## src/rtl/ray_grid_stepper.sv

```systemverilog
// DDA ray/grid-line stepper: walks one family of grid lines (horizontal or vertical) until a wall, the grid edge or the step cap.
// Latency: done in cycle 6+RAM_LAT for a first-cell hit, +4+RAM_LAT per extra miss, cycle 4 for an immediate exit.
// Backpressure: none; start is only sampled in IDLE and ignored while busy (including the DONE cycle).
module ray_grid_stepper #(
    parameter int COORD_W   = 13,
    parameter int CELL_LOG2 = 6,
    parameter int GRID_LOG2 = 6,
    parameter int FRAC_W    = 8,
    parameter int MAX_STEPS = 64,
    parameter int RAM_LAT   = 1
) (
    input  logic                       clock,
    input  logic                       resetn,
    input  logic                       start,
    input  logic                       mode,
    input  logic                       dir_neg,
    input  logic [COORD_W-1:0]         player_x,
    input  logic [COORD_W-1:0]         player_y,
    input  logic [COORD_W+FRAC_W-1:0]  slope,
    output logic                       busy,
    output logic                       done,
    output logic                       hit,
    output logic                       out_of_bounds,
    output logic                       step_limit,
    output logic [COORD_W-1:0]         hit_x,
    output logic [COORD_W-1:0]         hit_y,
    output logic [7:0]                 steps,
    output logic                       grid_rd_en,
    output logic [2*GRID_LOG2-1:0]     grid_addr,
    input  logic                       grid_data
);
    // Internal width covers (s<<FRAC_W) plus a full line-to-line slope term with headroom.
    localparam int W    = COORD_W + FRAC_W + CELL_LOG2 + 2;
    localparam int SW   = COORD_W + FRAC_W;
    localparam int CELL = 1 << CELL_LOG2;
    localparam int WC_W = (RAM_LAT > 1) ? $clog2(RAM_LAT) : 1;
    localparam logic signed [W-1:0] CELL_W = W'(CELL);

    typedef enum logic [3:0] {
        S_IDLE, S_INIT, S_FIRST, S_CHECK, S_READ, S_WAIT, S_EVAL, S_ADVANCE, S_DONE
    } state_t;

    state_t state, state_nxt;

    logic                  mode_r, dir_neg_r;
    logic [COORD_W-1:0]    px_r, py_r;
    logic [SW-1:0]         slope_r;
    logic signed [W-1:0]   line_p, step_p, s_acc, step_s;
    logic [WC_W-1:0]       wait_cnt;

    logic signed [W-1:0]   p_w, s_w, slope_w, p_base, line_cell, cell_p, cell_s;
    logic                  cell_ok, at_limit;

    // Primary/secondary coordinates and derived cell indices from the captured ray.
    always_comb begin
        p_w       = mode_r ? {{(W-COORD_W){px_r[COORD_W-1]}}, px_r}
                           : {{(W-COORD_W){py_r[COORD_W-1]}}, py_r};
        s_w       = mode_r ? {{(W-COORD_W){py_r[COORD_W-1]}}, py_r}
                           : {{(W-COORD_W){px_r[COORD_W-1]}}, px_r};
        slope_w   = {{(W-SW){slope_r[SW-1]}}, slope_r};
        p_base    = (p_w >>> CELL_LOG2) <<< CELL_LOG2;
        line_cell = line_p >>> CELL_LOG2;
        // A line crossed while moving toward smaller p bounds the cell below it.
        cell_p    = line_cell - $signed({{(W-1){1'b0}}, dir_neg_r});
        cell_s    = s_acc >>> (FRAC_W + CELL_LOG2);
        // Upper bits all zero means the index is non-negative and below the grid size.
        cell_ok   = (cell_p[W-1:GRID_LOG2] == '0) && (cell_s[W-1:GRID_LOG2] == '0);
        at_limit  = (steps == 8'(MAX_STEPS));
    end

    // State register.
    always_ff @(posedge clock) begin
        if (!resetn) state <= S_IDLE;
        else         state <= state_nxt;
    end

    // Next-state logic.
    always_comb begin
        state_nxt = state;
        case (state)
            S_IDLE:    if (start) state_nxt = S_INIT;
            S_INIT:    state_nxt = S_FIRST;
            S_FIRST:   state_nxt = S_CHECK;
            S_CHECK:   state_nxt = (!cell_ok || at_limit) ? S_DONE : S_READ;
            S_READ:    state_nxt = S_WAIT;
            S_WAIT:    if (wait_cnt == WC_W'(RAM_LAT - 1)) state_nxt = S_EVAL;
            S_EVAL:    state_nxt = grid_data ? S_DONE : S_ADVANCE;
            S_ADVANCE: state_nxt = S_CHECK;
            S_DONE:    state_nxt = S_IDLE;
            default:   state_nxt = S_IDLE;
        endcase
    end

    // State-decoded outputs.
    always_comb begin
        busy       = (state != S_IDLE);
        done       = (state == S_DONE);
        grid_rd_en = (state == S_READ);
    end

    // Datapath: capture, line/accumulator stepping, probe address and result registers.
    always_ff @(posedge clock) begin
        if (!resetn) begin
            mode_r        <= 1'b0;
            dir_neg_r     <= 1'b0;
            px_r          <= '0;
            py_r          <= '0;
            slope_r       <= '0;
            line_p        <= '0;
            step_p        <= '0;
            s_acc         <= '0;
            step_s        <= '0;
            wait_cnt      <= '0;
            hit           <= 1'b0;
            out_of_bounds <= 1'b0;
            step_limit    <= 1'b0;
            hit_x         <= '0;
            hit_y         <= '0;
            steps         <= '0;
            grid_addr     <= '0;
        end else begin
            // Report the grid-line crossing point whenever the walk terminates.
            if (state_nxt == S_DONE && state != S_DONE) begin
                hit_x <= mode_r ? line_p[COORD_W-1:0] : s_acc[FRAC_W +: COORD_W];
                hit_y <= mode_r ? s_acc[FRAC_W +: COORD_W] : line_p[COORD_W-1:0];
            end
            case (state)
                S_IDLE: if (start) begin
                    mode_r    <= mode;
                    dir_neg_r <= dir_neg;
                    px_r      <= player_x;
                    py_r      <= player_y;
                    slope_r   <= slope;
                end
                S_INIT: begin
                    line_p        <= dir_neg_r ? p_base : p_base + CELL_W;
                    step_p        <= dir_neg_r ? -CELL_W : CELL_W;
                    steps         <= '0;
                    hit           <= 1'b0;
                    out_of_bounds <= 1'b0;
                    step_limit    <= 1'b0;
                end
                S_FIRST: begin
                    s_acc  <= (s_w <<< FRAC_W) + (line_p - p_w) * slope_w;
                    step_s <= step_p * slope_w;
                end
                S_CHECK: begin
                    if (!cell_ok)      out_of_bounds <= 1'b1;
                    else if (at_limit) step_limit    <= 1'b1;
                    else grid_addr <= mode_r ? {cell_s[GRID_LOG2-1:0], cell_p[GRID_LOG2-1:0]}
                                             : {cell_p[GRID_LOG2-1:0], cell_s[GRID_LOG2-1:0]};
                end
                S_READ:  wait_cnt <= '0;
                S_WAIT:  wait_cnt <= wait_cnt + 1'b1;
                S_EVAL: begin
                    steps <= steps + 8'd1;
                    if (grid_data) hit <= 1'b1;
                end
                S_ADVANCE: begin
                    // Full-precision accumulation keeps the secondary coordinate drift-free.
                    line_p <= line_p + step_p;
                    s_acc  <= s_acc + step_s;
                end
                default: ;
            endcase
        end
    end
endmodule

```

## config.mk

```make
export PLATFORM = sky130hd
export DESIGN_NAME = ray_grid_stepper
export DESIGN_NICKNAME = d
export VERILOG_FILES = /design/src/rtl/ray_grid_stepper.sv
export SDC_FILE = /design/constraint.sdc
export NUM_CORES = 2
export LEC_CHECK = 0
export CAP_MARGIN = 20
export CORE_MARGIN = 4
export CORE_UTILIZATION = 46
export CTS_BUF_LIST = sky130_fd_sc_hd__clkbuf_16
export CTS_CLUSTER_DIAMETER = 200
export DETAILED_ROUTE_END_ITERATION = 16
export PLACE_DENSITY = 0.74
export SYNTH_ARGS = -nofsm -noshare
export SYNTH_HDL_FRONTEND = slang
export SYNTH_SLANG_ARGS = --single-unit
```

## constraint.sdc

```tcl
create_clock -name clock -period 20.3 [get_ports clock]
set_input_delay 2.03 -clock clock [delete_from_list [all_inputs] [get_ports clock]]
set_output_delay 2.03 -clock clock [all_outputs]
set_load 0.05 [all_outputs]
```

==> summary by stage <==
Timing
The setup TNS is 0 ns. Setup repair after global routing left no endpoint under its margin. The pin slew with the least headroom to its limit is between 1 and 1.5 ns.

The time the worst path needs with I/O delays and setup is approximately 11 ns. The number of pins exceeding their max-slew limit in the final report came to 0. The maximum clock frequency is 0.0952 GHz.

Setup violations remaining at the end of the flow were counted as 0. The final-report hold violation count is 0. Once routing completed, OpenROAD measured the worst setup slack at 9.80 ns. The period utilization is between 50% and 60%. Clock skew on the completed layout was measured at around 0.026 ns. In this run the tightest slew margin relative to its limit is between 20% and 30%.

Setup path
For this run, the slowest stage of the critical path takes 1.00 ns. The arrival time at the worst endpoint is about 11 ns. The cell at the slowest stage of the critical path is sky130_fd_sc_hd__dfxtp_4. The kind of critical path is register to register. The cell repeated most along the worst path is sky130_fd_sc_hd__fa_1. The worst setup path is captured at a register. The largest fanout of any net on the critical path is between 80 and 90.

STA classifies the critical path startpoint as a register. The required time at the worst-slack endpoint is about 21 ns.

GRT
In the global route stage, overall resource usage came out at between 20% and 30%. The number of global-route vias before repair is approximately 22k. The initial antenna violation count is 0. Entering global routing, the biggest net connects 87 pins.

The first global-routing pass estimated 117 mm of wire. The leftover overflow at the end of global routing is 0.

Route
The overall routed net length is roughly 70 mm. Using the TritonRoute via totals, the vias-per-cell ratio works out to 5.40. The count of nets left with antenna violations once routing finished came out at 0.

The total number of vias is approximately 22k. The first TritonRoute pass finished after 5 iterations. The initial DRC count is ~1.6k.

In the routed design, unresolved DRC markers number 0. The wire length per cell is between 15 and 20 um.

Placement
At the end of routability-driven placement, the weighted congestion stood at 0.912. Detailed placement finished with a half-perimeter wire length of roughly 56 mm. The quantity of I/O buffers inserted on ports is between 100 and 150. Prior to clock tree synthesis, the placed netlist has a worst setup slack of around 10 ns.

Including well taps, the total number of placed cells is just under 4k.

Clock tree
The number of clock buffers added by TritonCTS is 17. The number of setup buffers added after CTS is 0. The number of gates given a new drive strength after cts is 0. The clock root buffer is sky130_fd_sc_hd__clkbuf_16.

In this run the deepest clock path goes through 2 buffers. The clock-pin transition on the worst setup and hold timing paths is around 0.08 ns. The later-pin clock latency in the skew report is about 0.50 ns. The clock tree from TritonCTS is built. In this run the number of H-tree levels came out at 4. The clock drives roughly 170 sinks. Hold repair after CTS inserted 0 buffers.

Die
The I/O pin count is between 100 and 150. The area of the die is 63,900 um^2. The starting utilization of the core area is 46.6%. Row generation in the floorplan step produced slightly below 90 rows. In this run the vertical extent of the chip is about 250 um. The area of the core is between 50,000 and 60,000 um^2. The die is about 250 um wide.

Job
The max-capacitance violation count is 0.

Min path
The path class of the tightest hold or removal check is register to register.

Synthesis
In the synthesized netlist the dominant register cell turns out to be sky130_fd_sc_hd__dfxtp_1. Summed over its instances, the top area cell type makes up 31.6% of the synthesized netlist area. The synthesized area divided by synthesized cell count is between 8 and 9 um^2. The area of the mapped netlist is roughly 28,000 um^2. After synthesis, the cell types taking the most area are sky130_fd_sc_hd__fa_1, sky130_fd_sc_hd__dfxtp_1, sky130_fd_sc_hd__ha_1, sky130_fd_sc_hd__inv_1, sky130_fd_sc_hd__and2_1. The number of nets in the synthesized netlist is between 3k and 4k.

The sequential-to-total area share from yosys stat is between 10% and 20%. The distinct cell type count after synthesis is 86. The leading area contributor after synthesis is sky130_fd_sc_hd__fa_1. The number of flops mapped to enable cells by yosys is 0. The synthesis warning total is 0. The synthesized flop and latch total is about 170. Counting instances in the post-synthesis netlist gives the leading cell types as sky130_fd_sc_hd__inv_1, sky130_fd_sc_hd__fa_1, sky130_fd_sc_hd__nand2_1, sky130_fd_sc_hd__and2_1, sky130_fd_sc_hd__ha_1. Among all cell types in the netlist, the one instantiated most often is sky130_fd_sc_hd__inv_1. The cell count after synthesis is about 3.2k. For this run, asynchronously set or reset flops after synthesis account for 0%.

Layout
The fraction of layout instances using a drive strength above 1 is between 3 and 4%. The repair_antennas step left the layout with diodes totalling 0. The area of the multi-input gates is between 20,000 and 25,000 um^2. The number of fill cells in the layout is approximately 5.4k. After the flow finishes, the layout carries non-filler instances totaling approximately 4k. The flip-flop and latch area is approximately 3500 um^2. The net count of the finished layout is 3,957. From synthesis to final layout, the design area changed by 9.07%.

Power and ir drop
For this design the ratio of total power to cell area is between 100 and 150 nW/um^2. The static power due to leakage is roughly 0.014 uW. The peak ir drop on the vdd network is 0.000356 V.

Outcome
The flow ran to the end, and the final reports show no timing, DRC or antenna violations.
==> state kept, by name, summed over array words and instances, names as in the netlist <==
signal and count:
mode_r 1, s_acc 23, hit_y 13, steps 8
step_p 2, grid_addr 12, px_r 13, line_p 23
py_r 13, step_s 23, wait_cnt 1, hit_x 13
out_of_bounds 1, slope_r 21, hit 1, state 4
dir_neg_r 1, step_limit 1
==> kinds of logic after synthesis <==
group | count (synthesis) | share of synthesized area, %
AOI/OAI and AO/OA | 478 | 11.0
xor gates and xnor gates | 151 | 5.05
adders and majority gates | 683 | 42.9
buffers and inverters | 702 | 9.60
DFF | 174 | 12.6
muxes | 48 | 1.77
and+or+nand+nor | 965 | 17.1
==> where the power goes <==
part | total [uW] | switching (uW) | internal, uW | leakage, uW
logic | 3580 | 2080 | 1490 | 0.0123
clock network | 374 | 198 | 176 | 0.000315
registers | 414 | 46.7 | 367 | 0.00141
==> critical path, delay by kind of cell (launching register included) <==
kind            cells  cell delay, ns
compound gates     11            2.08
xor+xnor            4            1.61
fa+ha+maj           9            4.13
buf+inv             4            0.22
flops               1            1.00
mux                 1            0.38
simple gates        4            0.95
==> metrics by stage <==
step                      utilization [%]  area [um^2]  total power (uW)  hold slack, ns
after floorplan                         -        27600              3070           0.436
after global placement               49.7        29400              3890           0.444
after detailed placement             49.7        29400              3970           0.448
after CTS                            50.8        30000              4350           0.460
after global routing                 50.8        30100              4820           0.480
final                                50.8        30100              4370           0.454
==> placed cells by master, fill, tap and decap left out, types with 4 or more instances in the layout <==
cell type,instances
sky130_fd_sc_hd__inv_1,558
sky130_fd_sc_hd__fa_1,435
sky130_fd_sc_hd__nand2_1,372
sky130_fd_sc_hd__and2_1,276
sky130_fd_sc_hd__ha_1,248
sky130_fd_sc_hd__a21oi_1,198
sky130_fd_sc_hd__dfxtp_1,173
sky130_fd_sc_hd__nor2_1,151
sky130_fd_sc_hd__xnor2_1,104
sky130_fd_sc_hd__clkdlybuf4s50_1,104
sky130_fd_sc_hd__o21ai_0,85
sky130_fd_sc_hd__mux2i_1,44
sky130_fd_sc_hd__xor2_1,37
sky130_fd_sc_hd__buf_4,37
sky130_fd_sc_hd__a21o_1,34
sky130_fd_sc_hd__a211oi_1,30
sky130_fd_sc_hd__nor3_1,27
sky130_fd_sc_hd__nand3_1,26
sky130_fd_sc_hd__nand2b_1,21
sky130_fd_sc_hd__o21bai_1,19
sky130_fd_sc_hd__and3_1,17
sky130_fd_sc_hd__clkbuf_16,17
sky130_fd_sc_hd__o21a_1,14
sky130_fd_sc_hd__o211ai_1,14
sky130_fd_sc_hd__nor2b_1,13
sky130_fd_sc_hd__or3_1,11
sky130_fd_sc_hd__nand4_1,10
sky130_fd_sc_hd__a221oi_1,9
sky130_fd_sc_hd__a31oi_1,8
sky130_fd_sc_hd__nor4_1,8
sky130_fd_sc_hd__a21boi_0,8
sky130_fd_sc_hd__nor3b_1,8
sky130_fd_sc_hd__xnor2_2,6
sky130_fd_sc_hd__o221ai_1,6
sky130_fd_sc_hd__inv_12,6
sky130_fd_sc_hd__a211o_1,4
sky130_fd_sc_hd__or2_2,4
sky130_fd_sc_hd__nand3b_1,4
==> path summary, 6_finish.rpt <==
path                           startpoint  slack, ns                       to  cells past startpoint
setup / recovery      mode_r$_SDFFE_PN0P_       9.80   s_acc[28]$_SDFFE_PN0P_                     33
hold / removal    slope_r[8]$_SDFFE_PN0P_       0.45  slope_r[8]$_SDFFE_PN0P_                      2
setup reg to reg      mode_r$_SDFFE_PN0P_       9.80   s_acc[28]$_SDFFE_PN0P_                     33
hold reg to reg   slope_r[8]$_SDFFE_PN0P_       0.45  slope_r[8]$_SDFFE_PN0P_                      2
==> area by class of cell <==
type                            instances  area share [%]
Multi-Input combinational cell       2325            71.5
Sequential cell                       174            11.6
Inverter                              560            7.00
Timing Repair Buffer                  143            4.55
Tap cell                              773            3.22
Clock buffer                           17            1.42
Clock inverter                         15           0.753
==> layer usage <==
layer / up-vias / routed length [um] / track usage [%]
li1: 10116 / - / -
met1: 10806 / 30900 / 30.8
met2: 585 / 33800 / 37.9
met3: 117 / 3740 / 3.30
met4: 0 / 2000 / 7.06
met5: - / 0 / 0
Note: power is estimated with default switching activity, not from simulation.
